## config.mk

```make
export PLATFORM = sky130hd
export DESIGN_NAME = snake_input_frontend
export DESIGN_NICKNAME = d
export VERILOG_FILES = /design/src/rtl/snake_input_frontend.sv
export SDC_FILE = /design/constraint.sdc
export NUM_CORES = 1
export LEC_CHECK = 0
export CORE_MARGIN = 2
export CORE_UTILIZATION = 45
export CTS_CLUSTER_SIZE = 25
export DETAILED_ROUTE_END_ITERATION = 8
export GPL_ROUTABILITY_DRIVEN = 0
export PLACE_DENSITY = 0.61
export SYNTH_ARGS = -nofsm -noshare
export SYNTH_HDL_FRONTEND = slang
export SYNTH_SLANG_ARGS = --single-unit
```

## constraint.sdc

```tcl
create_clock -name clk -period 8.5 [get_ports clk]
set_input_delay 0.85 -clock clk [delete_from_list [all_inputs] [get_ports clk]]
set_output_delay 0.85 -clock clk [all_outputs]
set_load 0.01 [all_outputs]
```

## src/rtl/snake_input_frontend.sv

```systemverilog
// rtl/snake_input_frontend.sv - button front end and clock dividers for the snake game
//
// Purpose: divides the system clock into 1 kHz / 2 Hz / 1 Hz square waves and
// turns five raw push-buttons into single-cycle press codes plus a latched
// pending command that the consumer clears by pulsing le low.
//
// Ports:
//   clk                      system clock, all flops on rising edge
//   rst                      asynchronous active-low reset (release synchronized)
//   arriba/abajo/izquierda/
//   derecha/pausa            raw asynchronous buttons, active-high
//   le                       low for one cycle = pending command consumed
//   clk_1hz/clk_2hz/clk_1khz divided 50% duty clocks
//   boton_pres[2:0]          one-cycle press code (0 none,1 up,2 down,3 left,4 right,5 pause)
//   memoria[2:0]             latched pending command, same encoding
module snake_input_frontend #(
  parameter int CLK_FREQ_HZ     = 100_000_000,
  parameter int DEBOUNCE_CYCLES = 1_000_000
) (
  input  logic       clk,
  input  logic       rst,
  input  logic       arriba,
  input  logic       abajo,
  input  logic       izquierda,
  input  logic       derecha,
  input  logic       pausa,
  input  logic       le,
  output logic       clk_1hz,
  output logic       clk_2hz,
  output logic       clk_1khz,
  output logic [2:0] boton_pres,
  output logic [2:0] memoria
);

  // Half-period lengths; clamped to 1 so tiny clock frequencies still elaborate.
  localparam int N_1K  = (CLK_FREQ_HZ / 2000 > 1) ? CLK_FREQ_HZ / 2000 : 1;
  localparam int N_2H  = (CLK_FREQ_HZ / 4 > 1)    ? CLK_FREQ_HZ / 4    : 1;
  localparam int N_1H  = (CLK_FREQ_HZ / 2 > 1)    ? CLK_FREQ_HZ / 2    : 1;
  localparam int W_1K  = (N_1K > 1) ? $clog2(N_1K) : 1;
  localparam int W_2H  = (N_2H > 1) ? $clog2(N_2H) : 1;
  localparam int W_1H  = (N_1H > 1) ? $clog2(N_1H) : 1;
  localparam logic [W_1K-1:0] LAST_1K = W_1K'(N_1K - 1);
  localparam logic [W_2H-1:0] LAST_2H = W_2H'(N_2H - 1);
  localparam logic [W_1H-1:0] LAST_1H = W_1H'(N_1H - 1);

  localparam int DEB_N = (DEBOUNCE_CYCLES > 1) ? DEBOUNCE_CYCLES : 1;
  localparam int DW    = (DEB_N > 1) ? $clog2(DEB_N) : 1;
  localparam logic [DW-1:0] DEB_LAST = DW'(DEB_N - 1);

  // Reset: assertion is immediate, release is aligned to clk.
  logic [1:0] rst_sync_q, rst_sync_d;
  logic       rst_n_int;

  always_comb rst_sync_d = {rst_sync_q[0], 1'b1};

  always_ff @(posedge clk or negedge rst) begin
    if (!rst) rst_sync_q <= '0;
    else      rst_sync_q <= rst_sync_d;
  end

  assign rst_n_int = rst_sync_q[1];

  // Frequency dividers
  logic [W_1K-1:0] cnt_1k_q, cnt_1k_d;
  logic [W_2H-1:0] cnt_2h_q, cnt_2h_d;
  logic [W_1H-1:0] cnt_1h_q, cnt_1h_d;
  logic            clk_1khz_q, clk_1khz_d;
  logic            clk_2hz_q, clk_2hz_d;
  logic            clk_1hz_q, clk_1hz_d;

  always_comb begin
    cnt_1k_d   = cnt_1k_q + W_1K'(1);
    clk_1khz_d = clk_1khz_q;
    if (cnt_1k_q == LAST_1K) begin
      cnt_1k_d   = '0;
      clk_1khz_d = ~clk_1khz_q;
    end

    cnt_2h_d  = cnt_2h_q + W_2H'(1);
    clk_2hz_d = clk_2hz_q;
    if (cnt_2h_q == LAST_2H) begin
      cnt_2h_d  = '0;
      clk_2hz_d = ~clk_2hz_q;
    end

    cnt_1h_d  = cnt_1h_q + W_1H'(1);
    clk_1hz_d = clk_1hz_q;
    if (cnt_1h_q == LAST_1H) begin
      cnt_1h_d  = '0;
      clk_1hz_d = ~clk_1hz_q;
    end
  end

  // Button path; bit index i carries code i+1 (arriba..derecha), pausa is bit 4.
  logic [4:0]    btn_raw;
  logic [4:0]    sync1_q, sync1_d;
  logic [4:0]    sync2_q, sync2_d;
  logic [4:0]    deb_q, deb_d;
  logic [4:0]    deb_prev_q, deb_prev_d;
  logic [DW-1:0] deb_cnt_q [5];
  logic [DW-1:0] deb_cnt_d [5];
  logic [4:0]    rise;
  logic [2:0]    boton_pres_q, boton_pres_d;
  logic [2:0]    memoria_q, memoria_d;

  assign btn_raw = {pausa, derecha, izquierda, abajo, arriba};

  always_comb begin
    sync1_d    = btn_raw;
    sync2_d    = sync1_q;
    deb_prev_d = deb_q;
    deb_d      = deb_q;
    for (int i = 0; i < 5; i++) begin
      // Count consecutive disagreeing cycles; any agreement restarts the count.
      deb_cnt_d[i] = '0;
      if (sync2_q[i] != deb_q[i]) begin
        if (deb_cnt_q[i] == DEB_LAST) deb_d[i] = sync2_q[i];
        else                          deb_cnt_d[i] = deb_cnt_q[i] + DW'(1);
      end
    end

    rise = deb_q & ~deb_prev_q;

    // Fixed priority; losers in the same cycle are dropped.
    boton_pres_d = 3'd0;
    if      (rise[4]) boton_pres_d = 3'd5;
    else if (rise[0]) boton_pres_d = 3'd1;
    else if (rise[1]) boton_pres_d = 3'd2;
    else if (rise[2]) boton_pres_d = 3'd3;
    else if (rise[3]) boton_pres_d = 3'd4;

    // A fresh press beats a consume in the same cycle.
    memoria_d = memoria_q;
    if (boton_pres_q != 3'd0) memoria_d = boton_pres_q;
    else if (!le)             memoria_d = 3'd0;
  end

  always_ff @(posedge clk or negedge rst_n_int) begin
    if (!rst_n_int) begin
      cnt_1k_q     <= '0;
      cnt_2h_q     <= '0;
      cnt_1h_q     <= '0;
      clk_1khz_q   <= 1'b0;
      clk_2hz_q    <= 1'b0;
      clk_1hz_q    <= 1'b0;
      sync1_q      <= '0;
      sync2_q      <= '0;
      deb_q        <= '0;
      deb_prev_q   <= '0;
      for (int i = 0; i < 5; i++) deb_cnt_q[i] <= '0;
      boton_pres_q <= 3'd0;
      memoria_q    <= 3'd0;
    end else begin
      cnt_1k_q     <= cnt_1k_d;
      cnt_2h_q     <= cnt_2h_d;
      cnt_1h_q     <= cnt_1h_d;
      clk_1khz_q   <= clk_1khz_d;
      clk_2hz_q    <= clk_2hz_d;
      clk_1hz_q    <= clk_1hz_d;
      sync1_q      <= sync1_d;
      sync2_q      <= sync2_d;
      deb_q        <= deb_d;
      deb_prev_q   <= deb_prev_d;
      for (int i = 0; i < 5; i++) deb_cnt_q[i] <= deb_cnt_d[i];
      boton_pres_q <= boton_pres_d;
      memoria_q    <= memoria_d;
    end
  end

  assign clk_1khz   = clk_1khz_q;
  assign clk_2hz    = clk_2hz_q;
  assign clk_1hz    = clk_1hz_q;
  assign boton_pres = boton_pres_q;
  assign memoria    = memoria_q;

endmodule

```

==> metrics.yaml, run 1 <==
setup_path:
  crit_chain: "nand3_1 -> or4b_2 -> o31ai_2 -> buf_4 -> a21oi_1"
  worst_ep_arrival_time_ns: 2.57
  rr_worst_depth: 5
  worst-path-buf-inv: 1
  crit_fanout: 13
  slowest_delay_ns: 0.69
  worstSetupStartpointType: "register"
  worstPathRequired_ns: 8.81
  cp-end-kind: "register"
  critPathSlowestCell: "or4b_2"
  r2r_start: "deb_cnt_q[36]"
  worstSetupPathType: "register to register"
  ff2ff_setup_slack_ns: 6.23
  crit_family: "simple AND/OR/NAND/NOR gates"
  reg2reg_to: "deb_cnt_q[38]"
clock_tree:
  cts.sinks: 198
  htree_levels: 4
  path_clk_slew_ns: 0.07
  postCtsHoldBufs: 0
  cts_tree: "built"
  clockBufferDepth: 2
  root_buffer: "clkbuf_16"
  insertion_delay_ns: 0.43
  cts_buffers: 17
  post_cts_buffers: 0
  cts_resized: 0
final_layout:
  num_antenna_cells: 0
  nets: 943
  multi_input_area_um2: 4090
  drive_gt1_frac: 0.0702
  area_growth_pct: 11.4
  fillers: 1832
  register_area_um2: 4960
  final_area_um2: 10300
  final_cell_mix: "197 x dfrtp_1, 104 x nor2_1, 65 x nand3_1, 65 x xnor2_1, 50 x nand2_1"
  layout_commonest_cell: "dfrtp_1"
place:
  io_buffers: 16
  dp_slack_ns: 6.22
  hpwlAfterDp_um: 10700
  placed_cell_area_um2: 9730
logic_synthesis:
  synthCells: 908
  ys_warn_count: 0
  ys_seq_area_frac: 0.536
  synth.distinct_cells: 45
  synth_area_per_cell_um2: 10.2
  synth_area_leader_cell: "dfrtp_1"
  synth_area_um2: 9250
  synthArstFlopShare: 1.00
  synth_top_area_frac: 0.536
  synthTopCellsByArea: "dfrtp_1 54%, xnor2_1 6.2%, xor2_1 4.5%, nor2_1 4.2%, nand3_1 3.5%"
  ys.flop_type: "dfrtp_1"
  syn_nets: 924
  ys_ff_latch: 198
  synth_edf_count: 0
drt:
  drt-total-wl_um: 16300
  drc_errors: 0
  vias: 6476
  dr.pass1.iters: 5
  wl_per_cell_um: 13.4
  drt_iter0_drc: 287
  viasPerCell: 5.35
  ant_nets: 0
global_routing:
  grt_pass1_wl_um: 28700
  grt_pass1_vias: 6109
  grt_overflow: 0
  antenna_found_initial: 0
  grt_use_total: 0.159
  grt_max_degree: 83
floorplan:
  core_um2: 20200
  dieHeight_um: 147
  row_count: 52
  start_util: 0.457
  io_pins: 17
  die_w_um: 147
  die_area_um2: 21700
job:
  max_cap_violations: 0
run_status:
  status: "completed"
timing:
  hold_viol: 0
  slew_violations: 0
  layout_min_cycle_time_ns: 2.27
  slew_headroom: 0.275
  rsz0062_at_grt: "no"
  fin_crit_sh: 0.267
  setup_viol: 0
  setup_slack_ns: 6.23
  clock_skew_ns: 0.0109
  fmax_ghz: 0.441
  worst_pin_slew_ns: 1.08
  tns_ns: 0
power_and_ir_drop:
  peakVddDrop_mv: 0.133
  power.density_nw_per_um2: 174
  power_uw: 1790
  p_leak_uw: 0.00415
hold_path:
  hold_class: "register to register"
  holdCritStartpoint: "sync1_q[4]"
  worst_hold_path.num_cells: 0
  min_to: "sync2_q[4]"
## worst max-delay path by stage
stage / from / end / slack, ns / depth (start not counted)
3_5_place_dp: deb_cnt_q[36] / deb_cnt_q[39] / 6.22 / 5
2_1_floorplan: rst_sync_q[1] / boton_pres[0] / 2.57 / 0
4_1_cts: deb_cnt_q[36] / deb_cnt_q[38] / 6.21 / 5
6_report: deb_cnt_q[36] / deb_cnt_q[38] / 6.23 / 5
3_3_place_gp: deb_cnt_q[36] / deb_cnt_q[24] / 6.28 / 5
5_1_grt: deb_cnt_q[36] / deb_cnt_q[36] / 6.06 / 5
## flip-flops by register name (all words and copies together), names as in the netlist
name        flops
clk_1khz        1
boton_pres      3
clk_1hz         1
rst_sync_q      2
cnt_1h_q       26
cnt_2h_q       25
sync1_q         5
deb_prev_q      5
sync2_q         5
deb_prev_d      5
clk_2hz         1
cnt_1k_q       16
memoria         3
deb_cnt_q     100
## stage by stage
| step | util | hold slack [ns] | cells |
|---|---|---|---|
| after floorplan | - | 0.331 | 908 |
| after global placement | 0.481 | 0.333 | 1178 |
| after detailed placement | 0.481 | 0.338 | 1178 |
| after CTS | 0.509 | 0.355 | 1210 |
| after global routing | 0.509 | 0.366 | 1210 |
| final | 0.509 | 0.351 | 1210 |
## kinds of logic (layout without fill, tap and decap cells)
family          Yosys count  after routing  synth area share
other cells               1              1          0.000405
simple gates            420            420             0.247
buf+inv                  59             91            0.0245
fa+ha+maj                 8              8            0.0108
xor+xnor                113            113             0.107
compound gates          103            103            0.0680
flops                   198            198             0.536
mux                       6              6           0.00717
## where the power goes
part / total, uW / internal [uW] / switching [uW]
clock: 787 / 412 / 375
sequential: 965 / 950 / 15.1
combinational: 36.2 / 11.9 / 24.3
total: 1790 / 1370 / 414
## routing by layer
layer  global-route usage  vias to the layer above  share of wire
li1                     -                     3300              -
met2                0.247                       81           0.45
met3               0.0281                       11          0.024
met4               0.0596                        0          0.011
met1                0.225                     3084           0.52
met5                    0                        -              0
## cells in the mapped netlist, types with 2 or more instances
cell,number
nor2_1,104
a21oi_1,46
and4_1,12
o31ai_1,27
or4_1,27
nand2b_1,2
xnor2_1,65
buf_2,4
or3_1,25
nor4b_1,9
nand4_1,34
xor2_1,48
o31ai_2,3
nor4_1,28
or2_2,5
or4b_1,3
inv_1,35
o21ai_0,21
clkbuf_1,20
nand3_1,65
mux2_2,5
dfrtp_1,198
nor3_1,24
nor4_2,2
nand2_1,50
ha_1,8
nand3b_1,2
a31o_2,2
nor4bb_1,3
nor2b_1,6
and3_1,9
and2_1,3
## layout make-up
cell class	count	area share
clock buffer	17	0.0413
clock inverter	15	0.0141
timing repair buffer	24	0.0214
tap	270	0.0328
sequential	198	0.481
multi-input combinational	651	0.396
inverter	35	0.0128
No activity file was read; power rests on OpenSTA's default activity.
==> inputs of run 2 (changes only) <==
==> constraint.sdc (replaced) <==
create_clock -name clk -period 2.3 [get_ports clk]
set_input_delay 0.23 -clock clk [delete_from_list [all_inputs] [get_ports clk]]
set_output_delay 0.23 -clock clk [all_outputs]
set_load 0.01 [all_outputs]
==> run 2 against run 1 <==
Against the previous run: first-iteration DRC count grew 36%; clock-buffer cell count is 2 higher; wire length grew 4.3%; sequential power increased to 3.7 times the previous value; utilization rose by 1.4 points; final area rose by 2.7%; die area is the same; cell count up 1.7%.
==> metrics.yaml, run 2 (same netlist as run 1, synthesis figures left out) <==
place:
  hpwlAfterDp_um: 11700  # +10%
  placed_cell_area_um2: 9930  # +2.0%
  io_buffers: 16  # unchanged
timing:
  slew_headroom: 0.589  # +0.315
  tns_ns: 0  # unchanged
  setup_viol: 0  # unchanged
  fin_crit_sh: 0.915  # +0.648
  fmax_ghz: 0.475  # +7.7%
  hold_viol: 0  # unchanged
  worst_pin_slew_ns: 0.616  # -0.466 ns
  clock_skew_ns: 0.0108  # -0.000128 ns
  layout_min_cycle_time_ns: 2.10  # -0.163 ns
  rsz0062_at_grt: "no"
  slew_violations: 0  # unchanged
power_and_ir_drop:
  peakVddDrop_mv: 0.458  # +240%
  p_leak_uw: 0.00430  # +3.7%
  power.density_nw_per_um2: 656  # +280%
final_layout:
  final_area_um2: 10600  # +2.7%
  reg.largest.list: "deb_cnt_q (100), cnt_1h_q (26), cnt_2h_q (25)"
  drive_gt1_frac: 0.0885  # +0.0183
  multi_input_area_um2: 4090  # unchanged
  nets: 963  # +2.1%
  register_area_um2: 4960  # unchanged
  top_register: "deb_cnt_q"
  fillers: 1803  # -1.6%
  area_growth_pct: 14.4
  num_antenna_cells: 0  # unchanged
  layout_commonest_cell: "dfrtp_1"
  final_cell_mix: "197 x dfrtp_1, 104 x nor2_1, 65 x nand3_1, 65 x xnor2_1, 50 x nand2_1"
  largest_register_ffs: 100  # unchanged
drt:
  drt-total-wl_um: 17000  # +4.3%
  viasPerCell: 5.38  # +0.55%
  wl_per_cell_um: 13.8  # +2.6%
  drt_iter0_drc: 391  # +36%
  drc_errors: 0  # unchanged
  ant_nets: 0  # unchanged
  vias: 6619  # +2.2%
  dr.pass1.iters: 4  # -1
floorplan:
  die_w_um: 147  # unchanged
  dieHeight_um: 147  # unchanged
  io_pins: 17  # unchanged
  start_util: 0.457  # unchanged
  die_area_um2: 21700  # unchanged
  core_um2: 20200  # unchanged
  row_count: 52  # unchanged
setup_path:
  worstPathRequired_ns: 2.66  # -6.15 ns
  ff2ff_setup_slack_ns: 0.20  # -6.04 ns
  rr_worst_depth: 5  # unchanged
  reg2reg_to: "deb_cnt_q[98]"
  worstSetupStartpointType: "register"
  worst_ep_arrival_time_ns: 2.46  # -0.11 ns
  r2r_start: "deb_cnt_q[80]"
  worstSetupPathType: "register to register"
  crit_end: "deb_cnt_q[98]"
  crit_fanout: 8  # -5
  cp-startpoint: "deb_cnt_q[80]"
  cp-end-kind: "register"
global_routing:
  grt_overflow: 0  # unchanged
  grt_max_degree: 45  # -46%
  grt_pass1_wl_um: 30300  # +5.8%
  antenna_found_initial: 0  # unchanged
  grt_pass1_vias: 6447  # +5.5%
  grt_use_total: 0.168  # +0.00905
run_status:
  status: "completed"
clock_tree:
  cts_buffers: 17  # unchanged
  clockBufferDepth: 2  # unchanged
  cts_tree: "built"
  root_buffer: "clkbuf_16"
  path_clk_slew_ns: 0.07  # about the same
  cts_resized: 0  # unchanged
  insertion_delay_ns: 0.43  # about the same
  htree_levels: 4  # unchanged
  cts.sinks: 198  # unchanged
job:
  max_cap_violations: 0  # unchanged
hold_path:
  hold_class: "primary input to register"
==> run 2: routing by layer <==
layer	global-route usage	wire length (um)	up-vias
met5	0	0	-
met4	0.0438	129	0
met3	0.0355	418	11
met2	0.272	8060	66
met1	0.233	8360	3219
li1	-	-	3323
==> run 2: worst min-delay path by stage <==
stage,startpoint,endpoint,slack (ns),cells past startpoint
3_5_place_dp,sync1_q[2],sync2_q[2],0.34,0
6_report,abajo,sync1_q[1],0.24,1
3_3_place_gp,sync1_q[0],sync2_q[0],0.33,0
2_1_floorplan,rst,rst_sync_q[0],-0.07,0
4_1_cts,abajo,sync1_q[1],0.22,1
5_1_grt,abajo,sync1_q[1],0.22,1
==> run 2: through the flow <==
stage	total power [uW]	setup WS, ns	utilization	cells	hold WS, ns
after floorplan	3720	0.278	-	908	-0.0656
after global placement	3800	0.246	0.491	1197	0.334
after detailed placement	3810	0.222	0.491	1197	0.339
after CTS	7050	0.214	0.523	1230	0.220
after global routing	7240	0.0417	0.523	1230	0.224
final	6940	0.196	0.523	1230	0.241
==> run 2: what timing repair did <==
item	in CTS	in global routing
hold buffers	1	0
endpoints found under the hold margin	2	0
buffers inserted	0	0
==> run 2: final cells by class <==
cell class,instances,area share
sequential,198,0.469
inverter,35,0.0124
clock buffer,19,0.0428
tap,270,0.0319
multi-input combinational,651,0.386
clock inverter,13,0.0183
timing repair buffer,44,0.0400
==> run 2: critical path, cell delays in order, from the launching register on <==
cell	delay, ns
dfrtp_1	0.41
ha_1	0.24
nand2_1	0.11
or4_1	0.62
or4_1	0.50
a21oi_1	0.15
==> run 2: power by group <==
part	total [uW]	internal (uW)	switching, uW
Combinational	175	66.5	109
Clock	3210	1900	1310
Sequential	3560	3510	46.0
